$ cat src/rtl/nibble_serial_adder_pkg.sv
// Shared definitions for the nibble-serial adder: nibble width, FSM state
// encoding and the nibble data type.
package adder_pkg;

  localparam int NIBBLE_W = 4;

  typedef logic [NIBBLE_W-1:0] nibble_t;

  typedef enum logic [1:0] {
    IDLE = 2'd0,
    RUN  = 2'd1,
    DONE = 2'd2
  } serial_add_state_t;

endpackage

$ cat src/rtl/nibble_serial_adder_if.sv
// Request/result bundle between a requesting datapath (master) and the
// nibble-serial adder (slave). The sub signal exists only when
// SERIAL_ADD_SUB_EN is defined.
interface nibble_serial_adder_if #(
  parameter int NIBBLES = 4
);
  localparam int W = 4 * NIBBLES;

  logic         start;
  logic [W-1:0] a;
  logic [W-1:0] b;
  logic         c_in;
`ifdef SERIAL_ADD_SUB_EN
  logic         sub;
`endif
  logic         busy;
  logic         done;
  logic [W-1:0] sum;
  logic         c_out;

`ifdef SERIAL_ADD_SUB_EN
  modport master (output start, a, b, c_in, sub, input busy, done, sum, c_out);
  modport slave  (input start, a, b, c_in, sub, output busy, done, sum, c_out);
`else
  modport master (output start, a, b, c_in, input busy, done, sum, c_out);
  modport slave  (input start, a, b, c_in, output busy, done, sum, c_out);
`endif

endinterface

$ cat src/rtl/nibble_serial_adder_add4_cell.sv
// Combinational 4-bit ripple-carry adder cell built from gate-level full
// adders. Shared by all nibbles of the serial adder.
import adder_pkg::*;

module add4_cell (
  output nibble_t sum_o,
  output logic    co_o,
  input  nibble_t a_i,
  input  nibble_t b_i,
  input  logic    ci_i
);
  wire [3:0] p_w;
  wire [3:0] s_w;
  wire [3:0] g_w;
  wire [3:0] t_w;
  wire [4:0] c_w;

  assign c_w[0] = ci_i;

  for (genvar i = 0; i < 4; i++) begin : g_fa
    xor u_p (p_w[i], a_i[i], b_i[i]);
    xor u_s (s_w[i], p_w[i], c_w[i]);
    and u_g (g_w[i], a_i[i], b_i[i]);
    and u_t (t_w[i], p_w[i], c_w[i]);
    or  u_c (c_w[i+1], g_w[i], t_w[i]);
  end

  assign sum_o = s_w;
  assign co_o  = c_w[4];

endmodule

$ cat src/rtl/nibble_serial_adder.sv
// Multi-cycle adder: sequences one 4-bit adder cell over NIBBLES nibbles,
// LSB nibble first, with a registered carry between nibbles.
// Optional feature macro: SERIAL_ADD_SUB_EN (adds subtract mode via bus.sub).
import adder_pkg::*;

module nibble_serial_adder #(
  parameter int NIBBLES = 4
) (
  input logic                   clk,
  input logic                   reset,
  nibble_serial_adder_if.slave  bus
);
  localparam int         W        = NIBBLE_W * NIBBLES;
  localparam logic [3:0] LAST_IDX = 4'(NIBBLES - 1);

  serial_add_state_t state_q, state_d;
  logic [W-1:0]      a_q, a_d;
  logic [W-1:0]      b_q, b_d;
  logic [W-1:0]      sum_q, sum_d;
  logic              carry_q, carry_d;
  logic              c_out_q, c_out_d;
  logic [3:0]        idx_q, idx_d;
  logic              accept;

  nibble_t cell_a;
  nibble_t cell_b;
  nibble_t cell_sum;
  logic    cell_co;

  // The index register selects which captured nibble feeds the single cell.
  assign cell_a = a_q[NIBBLE_W*idx_q +: NIBBLE_W];
  assign cell_b = b_q[NIBBLE_W*idx_q +: NIBBLE_W];

  add4_cell u_cell (
    .sum_o (cell_sum),
    .co_o  (cell_co),
    .a_i   (cell_a),
    .b_i   (cell_b),
    .ci_i  (carry_q)
  );

  // Next-state: accept in IDLE/DONE, ripple one nibble per cycle in RUN.
  always_comb begin
    state_d = state_q;
    a_d     = a_q;
    b_d     = b_q;
    sum_d   = sum_q;
    carry_d = carry_q;
    c_out_d = c_out_q;
    idx_d   = idx_q;
    accept  = bus.start && (state_q != RUN);

    case (state_q)
      RUN: begin
        sum_d[NIBBLE_W*idx_q +: NIBBLE_W] = cell_sum;
        carry_d = cell_co;
        idx_d   = idx_q + 4'd1;
        if (idx_q == LAST_IDX) begin
          c_out_d = cell_co;
          state_d = DONE;
        end
      end
      DONE:    state_d = IDLE;
      default: state_d = IDLE;
    endcase

    if (accept) begin
      a_d     = bus.a;
      idx_d   = 4'd0;
      state_d = RUN;
`ifdef SERIAL_ADD_SUB_EN
      // Subtraction is A + ~B + 1; the caller's carry-in is ignored.
      if (bus.sub) begin
        b_d     = ~bus.b;
        carry_d = 1'b1;
      end else begin
        b_d     = bus.b;
        carry_d = bus.c_in;
      end
`else
      b_d     = bus.b;
      carry_d = bus.c_in;
`endif
    end
  end

  // State and datapath registers; reset discards any partial result.
  always_ff @(posedge clk or posedge reset) begin
    if (reset) begin
      state_q <= IDLE;
      a_q     <= '0;
      b_q     <= '0;
      sum_q   <= '0;
      carry_q <= 1'b0;
      c_out_q <= 1'b0;
      idx_q   <= 4'd0;
    end else begin
      state_q <= state_d;
      a_q     <= a_d;
      b_q     <= b_d;
      sum_q   <= sum_d;
      carry_q <= carry_d;
      c_out_q <= c_out_d;
      idx_q   <= idx_d;
    end
  end

  assign bus.busy  = (state_q == RUN);
  assign bus.done  = (state_q == DONE);
  assign bus.sum   = sum_q;
  assign bus.c_out = c_out_q;

endmodule

$ cat src/flat_wrapper.sv
// flat-port wrapper written by rule: the top's interface ports become plain ports
module nibble_serial_adder_flat 
#(
  parameter int NIBBLES = 4
)
  (clk, reset, bus_start, bus_a, bus_b, bus_c_in, bus_busy, bus_done, bus_sum, bus_c_out);
  nibble_serial_adder_if #(.NIBBLES(NIBBLES)) bus_i ();
  input logic clk;
  input logic reset;
  input wire logic [$bits(bus_i.start)-1:0] bus_start;
  input wire logic [$bits(bus_i.a)-1:0] bus_a;
  input wire logic [$bits(bus_i.b)-1:0] bus_b;
  input wire logic [$bits(bus_i.c_in)-1:0] bus_c_in;
  output wire logic [$bits(bus_i.busy)-1:0] bus_busy;
  output wire logic [$bits(bus_i.done)-1:0] bus_done;
  output wire logic [$bits(bus_i.sum)-1:0] bus_sum;
  output wire logic [$bits(bus_i.c_out)-1:0] bus_c_out;
  assign bus_i.start = bus_start;
  assign bus_i.a = bus_a;
  assign bus_i.b = bus_b;
  assign bus_i.c_in = bus_c_in;
  assign bus_busy = bus_i.busy;
  assign bus_done = bus_i.done;
  assign bus_sum = bus_i.sum;
  assign bus_c_out = bus_i.c_out;
  nibble_serial_adder #(.NIBBLES(NIBBLES)) u_core (.clk(clk), .reset(reset), .bus(bus_i));
endmodule
$ cat config.mk
export PLATFORM = sky130hd
export DESIGN_NAME = nibble_serial_adder_flat
export DESIGN_NICKNAME = d
export VERILOG_FILES = /design/src/rtl/nibble_serial_adder_pkg.sv /design/src/rtl/nibble_serial_adder_if.sv /design/src/rtl/nibble_serial_adder_add4_cell.sv /design/src/rtl/nibble_serial_adder.sv /design/src/flat_wrapper.sv
export SDC_FILE = /design/constraint.sdc
export NUM_CORES = 1
export LEC_CHECK = 0
export CAP_MARGIN = 30
export CORE_MARGIN = 2
export CORE_UTILIZATION = 38
export DETAILED_ROUTE_END_ITERATION = 8
export HOLD_SLACK_MARGIN = 0.08
export SYNTH_ARGS = -nofsm -noshare
export SYNTH_HDL_FRONTEND = slang
export SYNTH_SLANG_ARGS = --single-unit
$ cat constraint.sdc
create_clock -name clk -period 3.85 [get_ports clk]
set_clock_uncertainty 0.1 [all_clocks]
set_input_delay 0.77 -clock clk [delete_from_list [all_inputs] [get_ports clk]]
set_output_delay 0.77 -clock clk [all_outputs]
set_load 0.05 [all_outputs]
==> flow_metrics.py, run 1 <==
metrics = {
    "synth": {
        "ys_seq_elements": 56,
        "syn_avg_cell_area_um2": 13.5,
        "synth_edf_count": 0,
        "synthesis.nets": 243,
        "synthTopCellsByCount": "56 x dfrtp_1, 44 x mux2_2, 14 x inv_1",
        "syn_area_um2": 2710,
        "synth_top_area_share_pct": 51.8,
        "ys_async_sr_fraction_pct": 100,
        "yosysUniqueCellTypes": 32,
        "synth_area_leaders": "dfrtp_1 52%, mux2_2 18%, mux4_2 6.7%",
        "synth-main-ff-cell": "dfrtp_1",
        "synth_most_common_cell": "dfrtp_1",
        "syn_inst": 200,
        "synth_warnings": 0,
        "synth_area_leader_cell": "dfrtp_1",
        "ys_seq_area_share_pct": 51.8,
    },
    "sta": {
        "hold_slack_ns": 0.407,
        "setup_tns_ns": 0,
        "hold_viol": 0,
        "fmax_mhz": 297,
        "setup_viol": 0,
        "slew_violations": 0,
        "final.period_utilization_pct": 87.6,
        "rsz0062_at_grt": "false",
        "tightestPinTransition_ns": 0.672,
        "period_minus_slack_ns": 3.37,
        "setup_ws_ns": 0.479,
        "max_slew_margin_pct": 54.8,
    },
    "place": {
        "dpl-instance-area_um2": 3360,
        "placed_cells": 346,
        "hpwl_um": 3900,
        "place_ws_ns": 0.501,
        "gp_congestion": 0.763,
        "io_buffers": 54,
    },
    "cts": {
        "clk_pin_slew_ns": 0.10,
        "hold_buffers": 0,
        "cts_resized": 0,
        "cts_tree": "done",
        "cts.sinks": 56,
        "post_cts_buffers": 0,
        "cts_root_buffer": "clkbuf_8",
        "htreeDepth": 2,
        "numCtsBuffers": 5,
        "cts.path.max_buffers": 2,
        "insertion_delay_ns": 0.31,
    },
    "layout": {
        "post-route-util_pct": 50.4,
        "area_growth_pct": 27.1,
        "n_fill_cell": 650,
        "stdcell_count": 353,
        "post-route-cell-area_um2": 3440,
        "drive_gt1_share_pct": 26.8,
        "final_nets": 300,
        "diodes": 0,
    },
    "setup_path": {
        "critPathLaunchType": "flip-flop",
        "path_max_fanout": 7,
        "cp_data_arrival_time_ns": 3.42,
        "cp.required_ns": 3.90,
        "cp_slowest_cell": "dfrtp_1",
        "crit_chain": "mux4_2, nand2_1, fa_1, fa_1, fa_1, inv_1, fa_1, nand2b_1, o32ai_1, a222oi_1",
        "end_kind": "flip-flop",
        "worstSetupPathType": "reg -> reg",
        "cpMostUsedCell": "fa_1",
        "cpPeakStageDelay_ns": 0.50,
    },
    "job": {
        "cap_violations": 0,
    },
    "outcome": {
        "status": "finished, final reports clean",
    },
    "floorplanning": {
        "chipHeight_um": 88.4,
        "ioPinCount": 55,
        "rows": 30,
        "fp.dieW_um": 88.4,
        "die_area_um2": 7820,
        "coreArea_um2": 6830,
        "initial_core_util_pct": 39.6,
    },
    "global_routing": {
        "grt_pass1_wl_um": 8960,
        "grt_use_total_pct": 14.9,
        "antenna_found_initial": 0,
        "grt_max_degree": 33,
        "grt-ovfl-total": 0,
        "grt_pass1_vias": 1777,
    },
    "drt": {
        "drc": 0,
        "dr.pass1.iters": 4,
        "final_antenna_net_count": 0,
        "drt_wl_total_um": 5250,
        "viasPerCell": 5.00,
        "first_iter_violations": 114,
        "wire_per_inst_um": 14.9,
        "num_vias": 1766,
    },
    "pwr": {
        "p_leak_nw": 1.46,
        "power.total_mw": 2.89,
        "power_density_nw_per_um2": 840,
        "worst_ir_drop_vdd_v": 0.000325,
    },
    "min_path": {
        "hp-class": "reg -> reg",
    },
}
[cells in the final DEF (no fill, tap or decap), types with 2 or more instances in the layout]
master           count
a21oi_1              2
a222oi_1             4
and2_1               2
and3_1               2
buf_4                6
clkbuf_8             5
clkdlybuf4s50_1     54
dfrtp_1             56
fa_1                 4
ha_1                 3
inv_1               13
mux2_2              44
mux2i_1              5
mux4_2               8
nand2_1             13
nand2b_1             2
nand4_1              2
nor2_1               7
nor2b_1              2
nor3_1               2
nor3b_1              2
nor4_1               3
o32ai_1              4
[final timing paths]
kind,start,to,slack [ns],cells past startpoint
setup / recovery,u_core.idx_q[0],u_core.bus.sum[11],0.48,10
hold / removal,u_core.b_q[14],u_core.b_q[14],0.41,1
setup reg to reg,u_core.idx_q[0],u_core.bus.sum[11],0.48,10
hold reg to reg,u_core.b_q[14],u_core.b_q[14],0.41,1
max in group asynchronous,reset,u_core.a_q[11],2.12,3
min in group asynchronous,reset,u_core.bus.sum[6],0.73,2
[logic make-up (layout without fill, tap and decap cells)]
| family | count (synthesis) | in the layout | share of synthesized area [%] |
|---|---|---|---|
| flip-flops | 56 | 56 | 51.8 |
| AO/OA/AOI/OAI | 13 | 13 | 3.93 |
| adder cells (fa/ha/maj) | 7 | 7 | 4.34 |
| AND/OR/NAND/NOR | 42 | 42 | 8.92 |
| XOR/XNOR | 1 | 1 | 0.324 |
| multiplexers | 57 | 57 | 26.8 |
| buffers and inverters | 24 | 81 | 3.93 |
[power breakdown]
group,internal [mW],switching [mW],leakage (nW)
sequential,0.844,0.161,0.697
clock,0.124,0.186,0.0400
combinational,0.763,0.812,0.722
total,1.73,1.16,1.46
[registers in the layout, summed over array words and instances, names as in the netlist]
register and count:
u_core.a_q 16, u_core.b_q 16, u_core.bus.c_out 1, u_core.bus.sum 16, u_core.carry_q 1, u_core.idx_q 4
u_core.state_q 2
[per-layer routing]
layer | vias to the layer above | part of all wire [%] | GRT usage [%]
met5 | - | 0 | 0
met4 | 0 | 1.4 | 4.55
met3 | 7 | 4.8 | 3.17
met2 | 57 | 47 | 23.6
met1 | 867 | 46 | 20.9
li1 | 835 | - | -
[worst max-delay path: cells and delay by family, from the launching register on]
family | cells | cell delay [ns]
flip-flops | 1 | 0.50
AND/OR/NAND/NOR | 2 | 0.22
multiplexers | 1 | 0.38
adder cells (fa/ha/maj) | 4 | 1.62
buffers and inverters | 1 | 0.07
AO/OA/AOI/OAI | 2 | 0.31
[layout make-up]
| class | instances | area [um^2] | area share, % |
|---|---|---|---|
| clock buffer | 5 | 68.8 | 2.00 |
| timing repair buffer | 60 | 586 | 17.0 |
| inverter | 14 | 52.6 | 1.53 |
| multi-input combinational | 120 | 1200 | 34.9 |
| sequential | 56 | 1400 | 40.7 |
| tap | 96 | 120 | 3.49 |
| clock inverter | 2 | 12.5 | 0.364 |
Power figures use the tool's default switching activity.
==> run 2: changes to the inputs <==
--- a/config.mk
+++ b/config.mk
@@ -7,9 +7,11 @@
 export LEC_CHECK = 0
 export CAP_MARGIN = 30
 export CORE_MARGIN = 2
-export CORE_UTILIZATION = 38
+export CORE_UTILIZATION = 51
 export DETAILED_ROUTE_END_ITERATION = 8
+export GPL_TIMING_DRIVEN = 0
 export HOLD_SLACK_MARGIN = 0.08
+export PLACE_DENSITY = 0.79
 export SYNTH_ARGS = -nofsm -noshare
 export SYNTH_HDL_FRONTEND = slang
 export SYNTH_SLANG_ARGS = --single-unit
==> run 2 against run 1 <==
Via count is 0.79% higher. Non-clock buffer count is 5 higher. Power is 1.7% higher. First-iteration DRC count is 14% lower. Final cell count is 5.7% lower. Global-route usage is 3.9 points higher. Clock power is 6.8% higher. Combinational power is 3% higher.
==> flow_metrics.py, run 2 (synthesis results as in run 1) <==
metrics = {
    "outcome": {
        "status": "finished, final reports clean",
    },
    "cts": {
        "cts.sinks": 56,
        "hold_buffers": 0,
        "numCtsBuffers": 5,
        "cts.path.max_buffers": 2,
        "cts_resized": 0,
        "clk_pin_slew_ns": 0.09,
        "post_cts_buffers": 0,
        "cts_tree": "done",
        "cts_root_buffer": "clkbuf_8",
        "htreeDepth": 2,
        "insertion_delay_ns": 0.31,
    },
    "drt": {
        "num_vias": 1780,
        "dr.pass1.iters": 4,
        "final_antenna_net_count": 0,
        "drc": 0,
        "drt_wl_total_um": 5120,
        "first_iter_violations": 98,
        "viasPerCell": 5.35,
        "wire_per_inst_um": 15.4,
    },
    "job": {
        "cap_violations": 0,
    },
    "global_routing": {
        "grt_use_total_pct": 18.8,
        "grt_pass1_vias": 1806,
        "grt-ovfl-total": 0,
        "grt_pass1_wl_um": 8720,
        "antenna_found_initial": 0,
        "grt_max_degree": 38,
    },
    "sta": {
        "slew_violations": 0,
        "period_minus_slack_ns": 3.61,
        "tightestPinTransition_ns": 0.717,
        "setup_tns_ns": 0,
        "fmax_mhz": 277,
        "final.period_utilization_pct": 93.9,
        "max_slew_margin_pct": 51.7,
        "hold_slack_ns": 0.407,
        "setup_viol": 0,
        "rsz0062_at_grt": "false",
        "hold_viol": 0,
    },
    "floorplanning": {
        "coreArea_um2": 5110,
        "die_area_um2": 5910,
        "rows": 26,
        "fp.dieW_um": 76.9,
        "ioPinCount": 55,
        "initial_core_util_pct": 53.0,
        "chipHeight_um": 76.9,
    },
    "place": {
        "gp_congestion": 0.862,
        "dpl-instance-area_um2": 3360,
        "io_buffers": 54,
        "hpwl_um": 3920,
        "placed_cells": 325,
    },
    "pwr": {
        "worst_ir_drop_vdd_v": 0.000434,
        "power_density_nw_per_um2": 851,
        "p_leak_nw": 1.48,
    },
    "setup_path": {
        "end_kind": "flip-flop",
        "cp.required_ns": 3.90,
        "cp_data_arrival_time_ns": 3.66,
        "path_max_fanout": 10,
        "critPathLaunchType": "flip-flop",
        "worstSetupPathType": "reg -> reg",
    },
    "layout": {
        "drive_gt1_share_pct": 27.4,
        "area_growth_pct": 27.6,
        "post-route-cell-area_um2": 3450,
        "diodes": 0,
        "mostFrequentLayoutCells": "56 x dfrtp_1, 54 x clkdlybuf4s50_1, 44 x mux2_2",
        "stdcell_count": 333,
        "mostFrequentLayoutCell": "dfrtp_1",
        "final_nets": 305,
    },
    "min_path": {
        "hp-class": "reg -> reg",
    },
}
[run 2: changes by cell type in the layout (fill, tap and decap cells not counted), sizes merged]
cell    change
clkbuf      +6
buf         +1
clkinv      -1
[run 2: layout make-up]
type | instances | area, um^2
Timing Repair Buffer | 55 | 561
Buffer | 10 | 58.8
Multi-Input combinational cell | 120 | 1200
Tap cell | 70 | 87.6
Fill cell | 401 | 1650
Clock inverter | 1 | 7.51
Clock buffer | 7 | 86.3
Inverter | 14 | 52.6
Sequential cell | 56 | 1400
[run 2: worst max-delay path, cell delays in order (launching register included)]
cell and delay, ns:
dfrtp_1 0.48, buf_2 0.32, mux4_2 0.29, nand2_1 0.07, fa_1 0.41, fa_1 0.39, fa_1 0.37, inv_1 0.08
fa_1 0.43, nand2b_1 0.15, o32ai_1 0.23, a222oi_1 0.12
[run 2: stage by stage]
stage / utilization, % / power [mW] / setup slack, ns
2_1_floorplan: - / 2.19 / 0.528
3_3_place_gp: 65.3 / 2.57 / 0.203
3_5_place_dp: 65.7 / 2.63 / 0.153
4_1_cts: 67.5 / 2.95 / 0.134
5_1_grt: 67.6 / 3.15 / 0.0161
6_report: 67.6 / 2.94 / 0.236
[run 2: worst paths after layout]
kind	start	depth (start not counted)	to	slack, ns
hold / removal	u_core.a_q[2]	1	u_core.a_q[2]	0.41
hold reg to reg	u_core.a_q[2]	1	u_core.a_q[2]	0.41
setup reg to reg	u_core.idx_q[1]	11	u_core.bus.sum[11]	0.24
max in group asynchronous	reset	3	u_core.state_q[0]	2.44
setup / recovery	u_core.idx_q[1]	11	u_core.bus.sum[11]	0.24
min in group asynchronous	reset	2	u_core.b_q[11]	0.67
[run 2: power by group]
part	switching (mW)	total, mW	internal, mW
registers	0.146	0.990	0.844
clock network	0.185	0.331	0.146
logic	0.839	1.62	0.777
total	1.17	2.94	1.77
[run 2: metal layers]
layer  vias to the layer above  part of all wire [%]  wire length [um]  GRT usage [%]
li1                        847                     -                 -              -
met1                       877                    43              2220           25.4
met2                        51                    50              2580           30.6
met3                         5                   5.3               271           4.59
met4                         0                   1.1                55           5.09
met5                         -                     0                 0              0
==> run 3: changes to the inputs <==
--- a/config.mk
+++ b/config.mk
@@ -11,7 +11,7 @@
 export DETAILED_ROUTE_END_ITERATION = 8
 export GPL_TIMING_DRIVEN = 0
 export HOLD_SLACK_MARGIN = 0.08
-export PLACE_DENSITY = 0.79
+export PLACE_DENSITY_LB_ADDON = 0.12
 export SYNTH_ARGS = -nofsm -noshare
 export SYNTH_HDL_FRONTEND = slang
 export SYNTH_SLANG_ARGS = --single-unit
==> run 3 against run 2 <==
Sequential share of layout area barely moved. Largest power group unchanged. Setup slack lost 0.059 ns. Final cell count did not move. Global-route usage up 2.1 points. Die area did not move. Combinational power hardly changed.
==> flow_metrics.py, run 3 (synthesis results as in run 1) <==
metrics = {
    "sta": {
        "rsz0062_at_grt": "false",
        "max_slew_margin_pct": 59.3,
        "setup_tns_ns": 0,
        "slew_violations": 0,
        "fmax_mhz": 272,
        "period_minus_slack_ns": 3.67,
        "hold_viol": 0,
        "setup_viol": 0,
        "setup_ws_ns": 0.177,
        "tightestPinTransition_ns": 0.604,
        "final.period_utilization_pct": 95.4,
    },
    "drt": {
        "wire_per_inst_um": 16.5,
        "first_iter_violations": 85,
        "final_antenna_net_count": 0,
        "drc": 0,
        "num_vias": 1828,
        "dr.pass1.iters": 4,
        "viasPerCell": 5.49,
        "drt_wl_total_um": 5480,
    },
    "layout": {
        "seq_area_um2": 1400,
        "diodes": 0,
        "mostFrequentLayoutCells": "55 x dfrtp_1, 54 x clkdlybuf4s50_1, 44 x mux2_2",
        "mostFrequentLayoutCell": "dfrtp_1",
        "post-route-cell-area_um2": 3460,
        "stdcell_count": 333,
        "multi_input_area_um2": 1200,
        "n_fill_cell": 399,
        "drive_gt1_share_pct": 27.8,
        "final_nets": 305,
        "area_growth_pct": 27.7,
    },
    "place": {
        "dpl-instance-area_um2": 3360,
        "place_ws_ns": 0.0433,
        "placed_cells": 325,
        "hpwl_um": 4120,
        "gp_congestion": 0.773,
        "io_buffers": 54,
    },
    "cts": {
        "cts.path.max_buffers": 2,
        "clk_pin_slew_ns": 0.10,
        "cts_root_buffer": "clkbuf_8",
        "numCtsBuffers": 5,
        "cts.sinks": 56,
        "htreeDepth": 2,
        "post_cts_buffers": 0,
        "cts_tree": "done",
        "insertion_delay_ns": 0.31,
        "hold_buffers": 0,
    },
    "setup_path": {
        "cpPeakStageDelay_ns": 0.47,
        "r2r_start": "u_core.idx_q[1]",
        "cp.required_ns": 3.91,
        "end_kind": "flip-flop",
        "setup.worst_path.start": "u_core.idx_q[1]",
        "cp_data_arrival_time_ns": 3.73,
        "cpMostUsedCell": "fa_1",
        "critPathBufInv": 2,
        "cp_top_family": "adder cells",
        "path_max_fanout": 10,
        "worstSetupPathType": "reg -> reg",
        "r2r_slack_ns": 0.18,
        "critPathLaunchType": "flip-flop",
        "cp_slowest_cell": "dfrtp_2",
        "crit_chain": "clkbuf_4, mux4_2, nand2_1, fa_1, fa_1, fa_1, inv_1, fa_1, nand2b_1, o32ai_1, a222oi_1",
    },
    "pwr": {
        "worst_ir_drop_vdd_v": 0.000393,
        "p_leak_nw": 1.48,
        "power_density_nw_per_um2": 857,
        "power.total_mw": 2.96,
    },
    "global_routing": {
        "grt_pass1_vias": 1956,
        "grt_max_degree": 39,
        "grt_use_total_pct": 20.9,
        "grt_pass1_wl_um": 9640,
        "antenna_found_initial": 0,
        "grt-ovfl-total": 0,
    },
    "outcome": {
        "status": "finished, final reports clean",
    },
    "min_path": {
        "min_from": "u_core.a_q[8]",
        "hp-class": "reg -> reg",
    },
    "floorplanning": {
        "fp.dieW_um": 76.9,
        "die_area_um2": 5910,
        "ioPinCount": 55,
        "coreArea_um2": 5110,
        "initial_core_util_pct": 53.0,
        "rows": 26,
        "chipHeight_um": 76.9,
    },
    "job": {
        "cap_violations": 0,
    },
}
## run 3: changes by cell type in the layout (fill, tap and decap cells not counted)
cell	change
nor2_1	-1
clkinvlp_4	-1
buf_2	-1
nor2_2	+1
buf_4	+1
dfrtp_1	-1
dfrtp_2	+1
clkbuf_1	+1
## run 3: stage by stage
step           util, %  hold WS [ns]
2_1_floorplan        -         0.374
3_3_place_gp      65.3         0.382
3_5_place_dp      65.7         0.392
4_1_cts           67.5         0.414
5_1_grt           67.7         0.432
6_report          67.7         0.408
## run 3: what timing repair did
item / in CTS / in global routing
setup endpoints to repair: 0 / 1
hold endpoints to repair: 0 / 0
gates resized for setup: 0 / 6
## run 3: worst register-to-register path, stage by stage, from the launching register on
cell and delay (ns):
dfrtp_2 0.47, clkbuf_4 0.23, mux4_2 0.37, nand2_1 0.07, fa_1 0.39, fa_1 0.42
fa_1 0.40, inv_1 0.09, fa_1 0.42, nand2b_1 0.17, o32ai_1 0.28, a222oi_1 0.11
## run 3: per-layer routing
layer  routed length [um]  GRT usage [%]
met4                  108           7.27
met1                 2340           27.0
met2                 2860           35.6
met5                    0              0
met3                  170           3.76
## run 3: worst paths after layout
check	cells past startpoint	end
max reg2reg	11	u_core.bus.sum[11]
max in group asynchronous	3	u_core.b_q[10]
min reg2reg	1	u_core.a_q[8]
min	1	u_core.a_q[8]
min in group asynchronous	2	u_core.bus.sum[6]
max	11	u_core.bus.sum[11]
## run 3: layout make-up
type	instances	share of cell area, %
tap	70	2.53
buffer	10	1.77
timing repair buffer	55	16.2
multi-input combinational	120	34.8
clock buffer	8	2.61
inverter	14	1.52
sequential	56	40.6
## run 3: where the power goes
| group | leakage [nW] | internal, mW | switching, mW |
|---|---|---|---|
| clock | 0.0455 | 0.147 | 0.182 |
| sequential | 0.695 | 0.846 | 0.152 |
| combinational | 0.736 | 0.783 | 0.852 |
| total | 1.48 | 1.78 | 1.19 |
